### src/rtl/flash_burst_reader.sv
// Read-only burst controller for a 16-bit parallel NOR flash: packs LANES
// consecutive halfwords little-endian into one word, with programmable wait-states.
//
// state  | meaning
// IDLE   | chip deselected, waiting for req (only once flash_rp_n has released)
// ACCESS | driving flash_a, counting wait-states, sampling halfwords per word
module flash_burst_reader #(
    parameter int ADDR_W      = 22,
    parameter int DQ_W        = 16,
    parameter int LANES       = 2,
    parameter int WAIT_CYCLES = 4,
    parameter int BURST_W     = 4,
    parameter int DATA_W      = LANES * DQ_W
) (
    input  logic               clk,
    input  logic               rst,
    input  logic               req,
    input  logic [ADDR_W-1:0]  addr,
    input  logic [BURST_W-1:0] burst_len,
    output logic               busy,
    output logic [DATA_W-1:0]  rdata,
    output logic               rvalid,
    output logic [ADDR_W-1:0]  flash_a,
    input  logic [DQ_W-1:0]    flash_dq,
    output logic               flash_ce_n,
    output logic               flash_oe_n,
    output logic               flash_we_n,
    output logic               flash_rp_n
);

    localparam int LANE_W = (LANES > 1) ? $clog2(LANES) : 1;
    localparam int CNT_W  = (WAIT_CYCLES > 1) ? $clog2(WAIT_CYCLES) : 1;

    localparam logic [LANE_W-1:0] LANE_LAST  = LANE_W'(LANES - 1);
    localparam logic [CNT_W-1:0]  CNT_RELOAD = CNT_W'(WAIT_CYCLES - 1);
    localparam logic [ADDR_W-1:0] ALIGN_MASK = ~(ADDR_W'(LANES - 1));

    typedef enum logic {IDLE, ACCESS} state_t;

    state_t              state, state_nxt;
    logic [LANE_W-1:0]   lane, lane_nxt;
    logic [CNT_W-1:0]    cnt, cnt_nxt;
    logic [BURST_W-1:0]  words, words_nxt;
    logic [ADDR_W-1:0]   a_nxt;
    logic [DATA_W-1:0]   buffer, buf_nxt, sample_buf;
    logic [DATA_W-1:0]   rdata_nxt;
    logic                rvalid_nxt;
    logic                rp_n;

    always_ff @(posedge clk or posedge rst) begin
        if (rst) begin
            state   <= IDLE;
            lane    <= '0;
            cnt     <= '0;
            words   <= '0;
            flash_a <= '0;
            buffer  <= '0;
            rdata   <= '0;
            rvalid  <= 1'b0;
            rp_n    <= 1'b0;
        end else begin
            state   <= state_nxt;
            lane    <= lane_nxt;
            cnt     <= cnt_nxt;
            words   <= words_nxt;
            flash_a <= a_nxt;
            buffer  <= buf_nxt;
            rdata   <= rdata_nxt;
            rvalid  <= rvalid_nxt;
            rp_n    <= 1'b1;
        end
    end

    always_comb begin
        state_nxt  = state;
        lane_nxt   = lane;
        cnt_nxt    = cnt;
        words_nxt  = words;
        a_nxt      = flash_a;
        buf_nxt    = buffer;
        rdata_nxt  = rdata;
        rvalid_nxt = 1'b0;
        // the word published on the last lane must include the halfword sampled this edge
        sample_buf = buffer;
        sample_buf[lane*DQ_W +: DQ_W] = flash_dq;

        case (state)
            IDLE: begin
                if (req && rp_n) begin
                    state_nxt = ACCESS;
                    a_nxt     = addr & ALIGN_MASK;
                    lane_nxt  = '0;
                    cnt_nxt   = CNT_RELOAD;
                    words_nxt = (burst_len == '0) ? BURST_W'(1) : burst_len;
                end
            end
            ACCESS: begin
                if (cnt != '0) begin
                    cnt_nxt = cnt - CNT_W'(1);
                end else begin
                    buf_nxt = sample_buf;
                    if (lane != LANE_LAST) begin
                        lane_nxt = lane + LANE_W'(1);
                        a_nxt    = flash_a + ADDR_W'(1);
                        cnt_nxt  = CNT_RELOAD;
                    end else begin
                        rdata_nxt  = sample_buf;
                        rvalid_nxt = 1'b1;
                        words_nxt  = words - BURST_W'(1);
                        if (words > BURST_W'(1)) begin
                            a_nxt    = flash_a + ADDR_W'(1);
                            lane_nxt = '0;
                            cnt_nxt  = CNT_RELOAD;
                        end else begin
                            state_nxt = IDLE;
                        end
                    end
                end
            end
            default: state_nxt = IDLE;
        endcase
    end

    assign busy       = (state == ACCESS);
    assign flash_ce_n = ~busy;
    assign flash_oe_n = ~busy;
    assign flash_we_n = 1'b1;
    assign flash_rp_n = rp_n;

endmodule

### config.mk
export PLATFORM = sky130hd
export DESIGN_NAME = flash_burst_reader
export DESIGN_NICKNAME = d
export VERILOG_FILES = /design/src/rtl/flash_burst_reader.sv
export SDC_FILE = /design/constraint.sdc
export NUM_CORES = 1
export LEC_CHECK = 0
export CAP_MARGIN = 20
export CORE_MARGIN = 5
export CORE_UTILIZATION = 51
export DETAILED_ROUTE_END_ITERATION = 10
export PLACE_DENSITY = 0.84
export SYNTH_ARGS = -nofsm -noshare
export SYNTH_HDL_FRONTEND = slang
export SYNTH_SLANG_ARGS = --single-unit
### constraint.sdc
create_clock -name clk -period 9.3 [get_ports clk]
set_input_delay 2.79 -clock clk [delete_from_list [all_inputs] [get_ports clk]]
set_output_delay 2.79 -clock clk [all_outputs]
set_load 0.05 [all_outputs]
==> impl_metrics.toml, run 1 <==
[cells_and_area]
antenna_cells = 0
n_fill_cell = 555
drive_gt1_frac = 0.0988
syn_to_final_growth_pct = 34.7
nets = 540

[floorplanning]
num_rows = 31
ios = 105
initial_core_util = 0.519
core_sq_um = 7210
die_w_microns = 95.7
die_h_microns = 95.7
die_area_sq_um = 9150

[power_and_ir_drop]
clkPwrFrac = 0.132
sw_frac_of_total = 0.494
combPwrFrac = 0.548
ir_drop_mv = 0.231
p_int_mw = 1.02
pwr-share-seq = 0.320
power.density_nw_per_um2 = 399
p_sw_mw = 0.993
p_leak_nw = 2.23

[critical_path]
critPathKind = "reg2out"
critPathArrivalTime_ns = 2.06
crit_slowest_cell = "clkdlybuf4s50_1"
rr_worst_depth = 6
rrSetupSlack_ns = 6.83
critPathBufInv = 2
path_cells = "buf_4 -> clkdlybuf4s50_1"
r2r_end = "flash_a[8]$_DFFE_PP0P_"
regToRegStartpoint = "busy$_DFF_PP0_"
crit_family = "buffers and inverters"
cp-end-kind = "output pin"
crit_required_ns = 6.51
cp_slowest_stage_delay_ns = 0.91
cp-start-kind = "register"
critPathMaxFanout = 55

[place]
dp_slack_ns = 4.56
numPortBuffers = 102
gp_routability_congestion = 0.941
dp_hpwl_mm = 6.45

[synthesis]
async_flop_share = 1.00
ys.warnings.count = 0
yosysMostFrequentCell = "nand2_1"
synth_edf_count = 0
synthTopCellsByArea = "dfrtp_1 (53%), nand2_1 (12%), mux2_2 (5.1%)"
ys_ff_latch = 80
synth_commonest_cells = "nand2_1 (119), dfrtp_1 (80), a21oi_1 (31)"
synthCells = 396
synth_cell_types = 49
synth.top_cell.area_share = 0.535
synth_largest_area_cell = "dfrtp_1"
avgSynthCellArea_sq_um = 9.45
seq_area_frac_synth = 0.535
netlist_area_sq_um = 3740
synthFlopType = "dfrtp_1"

[drt]
dr_total_vias = 3239
initialDrtViolationCount = 124
first_pass_iters = 5
vias_per_cell = 5.44
wirelength_mm = 9.39
remaining_drc_errors = 0
wl_per_cell_microns = 15.8
antenna_left = 0

[worst_hold_path]
worstHoldStart = "buffer[5]$_DFFE_PP0N_"
min_path_type = "reg2reg"
hold_path_end = "rdata[5]$_DFFE_PP0P_"
hold_path_depth = 2

[clock_network]
clk_latency_ns = 0.35
cts_root_buf = "clkbuf_8"
htree_levels = 3
cts-hold-fix-buffers = 0
clk_path_buf_depth = 2
cts_tree = "done"
numClockSinks = 80
post-cts-setup-buffers = 0
numCtsBuffers = 9
cts.clk_slew.worst_paths_ns = 0.08
post_cts_resized = 0

[timing]
relSlewSlack = 0.426
rsz0062_at_grt = "no"
setup_slack_ns = 4.45
finClkSkew_ns = 0.00964
fmax_mhz = 206
post-route-period-util = 0.522
slew_violations = 0
period_needed_ns = 4.85
setup_viol = 0
final.setup.tns_ns = 0
finalHoldViolations = 0
tightest_slew_ns = 0.858

[grt]
track_usage = 0.219
grt_overflow = 0
grt_pass1_vias = 3255
antenna_found_initial = 0
grt_pass1_wl_mm = 15.6
grt_max_degree = 81

[run]
max_cap_violations = 0

[outcome]
status = "completed"
-- routing by layer --
metal  GRT usage  wire length (microns)  up-vias
li1            -                      -     1549
met1       0.273                   4020     1550
met5           0                      0        -
met4      0.0794                     67        0
met2       0.358                   4370      133
met3      0.0687                    931        7
-- state kept, by name, indices dropped and copies added, names as in the netlist --
register    flops
cnt             2
words           4
rdata          32
busy            1
flash_rp_n      1
flash_a        22
buffer         16
rvalid          1
lane            1
-- metrics by stage --
stage | instances | hold WS (ns) | util | cell area, sq um | total power, mW
floorplan | 397 | 0.433 | - | 3750 | 1.40
global placement | 578 | 0.444 | 0.666 | 4810 | 1.71
detailed placement | 578 | 0.448 | 0.666 | 4810 | 1.75
CTS | 594 | 0.468 | 0.695 | 5010 | 2.02
global route | 595 | 0.489 | 0.699 | 5040 | 2.14
finish | 595 | 0.467 | 0.699 | 5040 | 2.01
-- cells in the final DEF, fill, tap and decap left out, types with 2 or more instances in the layout --
master,instances
o22ai_1,7
nand3_1,12
clkinv_4,3
nand4_1,3
nand2b_1,3
mux2i_1,3
o21ai_0,13
nor3_1,6
a31oi_1,6
a2bb2oi_1,2
mux2_2,17
dfrtp_1,80
o22a_1,8
o2bb2a_1,2
ha_1,4
nand2_1,119
conb_1,2
clkinvlp_4,2
nor2_1,20
and3_1,3
buf_4,3
clkdlybuf4s50_1,102
a21oi_1,31
clkbuf_8,9
or3_1,2
inv_1,7
-- how the worst max path moves through the flow --
stage,startpoint,end,slack [ns],cells past startpoint
2_1_floorplan,rst,buffer[0]$_DFFE_PP0N_,4.46,1
3_3_place_gp,req,flash_a[8]$_DFFE_PP0P_,4.63,6
3_5_place_dp,req,flash_a[8]$_DFFE_PP0P_,4.56,6
4_1_cts,busy$_DFF_PP0_,busy,4.43,2
5_1_grt,busy$_DFF_PP0_,busy,4.37,2
6_report,busy$_DFF_PP0_,busy,4.45,2
-- final cells by class --
type	count	area (sq um)	share of cell area
sequential	80	2000	0.397
multi-input combinational	285	1600	0.318
inverter	9	35.0	0.00695
clock inverter	7	80.1	0.0159
tap	99	124	0.0246
clock buffer	9	124	0.0246
timing repair buffer	106	1070	0.213
-- worst register-to-register path: stages, from the launching register on --
cell	delay (ns)
dfrtp_1	0.38
buf_4	0.30
nand3b_2	0.48
nand2_1	0.19
a31oi_4	0.61
a21oi_1	0.09
o2bb2a_1	0.32
-- cell families after synthesis --
group	count (synthesis)	synth area share
compound gates	80	0.137
fa+ha+maj	4	0.0134
buf+inv	32	0.0374
flops	80	0.535
mux	20	0.0592
other cells	1	0.00100
simple gates	179	0.217
-- power groups by stage --
stage	combinational [mW]	clock [mW]	sequential, mW
5_1_grt	1.18	0.287	0.669
3_3_place_gp	1.08	0	0.636
3_5_place_dp	1.11	0	0.645
2_1_floorplan	0.391	0	1.01
6_report	1.10	0.265	0.643
4_1_cts	1.11	0.271	0.642
No activity file was read; power rests on OpenSTA's default activity.
==> run 2: changes to the inputs <==
--- a/config.mk
+++ b/config.mk
@@ -7,9 +7,9 @@
 export LEC_CHECK = 0
 export CAP_MARGIN = 20
 export CORE_MARGIN = 5
-export CORE_UTILIZATION = 51
+export CORE_UTILIZATION = 47
 export DETAILED_ROUTE_END_ITERATION = 10
-export PLACE_DENSITY = 0.84
+export PLACE_DENSITY = 0.79
 export SYNTH_ARGS = -nofsm -noshare
 export SYNTH_HDL_FRONTEND = slang
 export SYNTH_SLANG_ARGS = --single-unit
==> constraint.sdc (replaced) <==
create_clock -name clk -period 4.5 [get_ports clk]
set_input_delay 1.35 -clock clk [delete_from_list [all_inputs] [get_ports clk]]
set_output_delay 1.35 -clock clk [all_outputs]
set_load 0.05 [all_outputs]
==> impl_metrics.toml, run 2 (synthesis results as in run 1) <==
[outcome]
status = "completed"

[clock_network]
numCtsBuffers = 9
htree_levels = 3
cts_tree = "done"
numClockSinks = 80
cts-hold-fix-buffers = 0
cts_root_buf = "clkbuf_8"
post_cts_resized = 0
clk_path_buf_depth = 2
post-cts-setup-buffers = 0
clk_latency_ns = 0.35
cts.clk_slew.worst_paths_ns = 0.08

[drt]
wl_per_cell_microns = 15.6
wirelength_mm = 9.35
dr_total_vias = 3164
remaining_drc_errors = 0
initialDrtViolationCount = 101
first_pass_iters = 4
antenna_left = 0
vias_per_cell = 5.28

[power_and_ir_drop]
sw_frac_of_total = 0.476
pwr-share-seq = 0.315
clkPwrFrac = 0.152
power.density_nw_per_um2 = 836
ir_drop_mv = 0.525
p_sw_mw = 2.02
combPwrFrac = 0.533
p_leak_nw = 2.26
p_int_mw = 2.22

[run]
max_cap_violations = 0

[critical_path]
crit_family = "buffers and inverters"
crit_slowest_cell = "clkdlybuf4s50_1"
cp_slowest_stage_delay_ns = 0.91
critPathBufInv = 2
critPathMaxFanout = 55
crit_required_ns = 3.15
cp-end-kind = "output pin"
cp-start-kind = "register"
critPathArrivalTime_ns = 2.08
path_cells = "buf_4 -> clkdlybuf4s50_1"
critPathKind = "reg2out"

[floorplanning]
num_rows = 32
die_w_microns = 99.2
initial_core_util = 0.484
die_h_microns = 99.2
ios = 105
core_sq_um = 7730
die_area_sq_um = 9850

[place]
dp_hpwl_mm = 6.39
dpl_cell_area_sq_um = 4840
numPortBuffers = 102
gp_routability_congestion = 0.860

[cells_and_area]
syn_to_final_growth_pct = 35.9
multi_input_area_sq_um = 1600
top_regs = "rdata x32, flash_a x22, buffer x16"
nets = 541
regMostFlops = "rdata"
final_common_cell = "nand2_1"
drive_gt1_frac = 0.0986
regArea_sq_um = 2000
antenna_cells = 0
postLayoutCellArea_sq_um = 5080
final_cell_mix = "nand2_1 (119), clkdlybuf4s50_1 (102), dfrtp_1 (80)"
largest_reg_flops = 32
n_fill_cell = 637

[grt]
grt_pass1_vias = 3272
grt_overflow = 0
grt_max_degree = 56
antenna_found_initial = 0
use_met2 = 0.317
use_met1 = 0.243
top_usage_layer = "met2"
grt_pass1_wl_mm = 15.7
grtUsageMet3 = 0.0666
track_usage = 0.194

[timing]
relSlewSlack = 0.438
setup_viol = 0
fmax_mhz = 292
period_needed_ns = 3.43
final.setup.tns_ns = 0
rsz0062_at_grt = "no"
slew_violations = 0
post-route-period-util = 0.762
finalHoldViolations = 0
tightest_slew_ns = 0.840
finClkSkew_ns = 0.0100

[worst_hold_path]
min_path_type = "reg2reg"
run 2: power by group through the flow:
stage,Sequential [mW],Combinational (mW),Clock [mW]
final,1.34,2.27,0.647
after global routing,1.39,2.42,0.687
after CTS,1.33,2.29,0.654
after detailed placement,1.34,2.28,0
after global placement,1.32,2.23,0
after floorplan,2.09,0.808,0
run 2: worst paths after layout:
check | from | to | slack [ns] | cells past startpoint
worst min-delay path | cnt[0]$_DFFE_PP0P_ | cnt[0]$_DFFE_PP0P_ | 0.46 | 1
max in group asynchronous | rst | rdata[31]$_DFFE_PP0P_ | 2.55 | 3
worst max register to register | busy$_DFF_PP0_ | flash_a[13]$_DFFE_PP0P_ | 2.03 | 6
worst min register to register | cnt[0]$_DFFE_PP0P_ | cnt[0]$_DFFE_PP0P_ | 0.46 | 1
min in group asynchronous | rst | rdata[7]$_DFFE_PP0P_ | 1.37 | 2
worst max-delay path | busy$_DFF_PP0_ | busy | 1.07 | 2
run 2: cell type report:
class                   count  area share
multi-input cells         285       0.315
flip-flops and latches     80       0.394
repair buffers            107       0.211
well taps                 102      0.0251
clock buffers              11      0.0278
clock inverters             5      0.0204
inverters                   9     0.00689
run 2: layer usage:
layer / routed length (microns) / part of all wire / vias to the layer above
met3: 850 / 0.091 / 11
met1: 3990 / 0.43 / 1494
met4: 124 / 0.013 / 0
li1: - / - / 1544
met5: 0 / 0 / -
met2: 4390 / 0.47 / 115
run 2: worst reg2reg max path, stage by stage, from the launching register on:
cell	delay [ns]
dfrtp_1	0.39
buf_4	0.31
nand3b_2	0.47
nand2_1	0.19
a31oi_4	0.62
a21oi_1	0.07
o2bb2a_1	0.31
run 2: per-stage QoR:
stage                     power [mW]  instances  utilization  setup slack [ns]  hold WS [ns]
after floorplan                 2.90        397            -              1.10         0.433
final                           4.25        599        0.658              1.07         0.465
after global placement          3.55        582        0.624              1.29         0.442
after detailed placement        3.62        583        0.626              1.24         0.451
after global routing            4.50        599        0.658             0.975         0.486
after CTS                       4.28        599        0.658              1.06         0.470
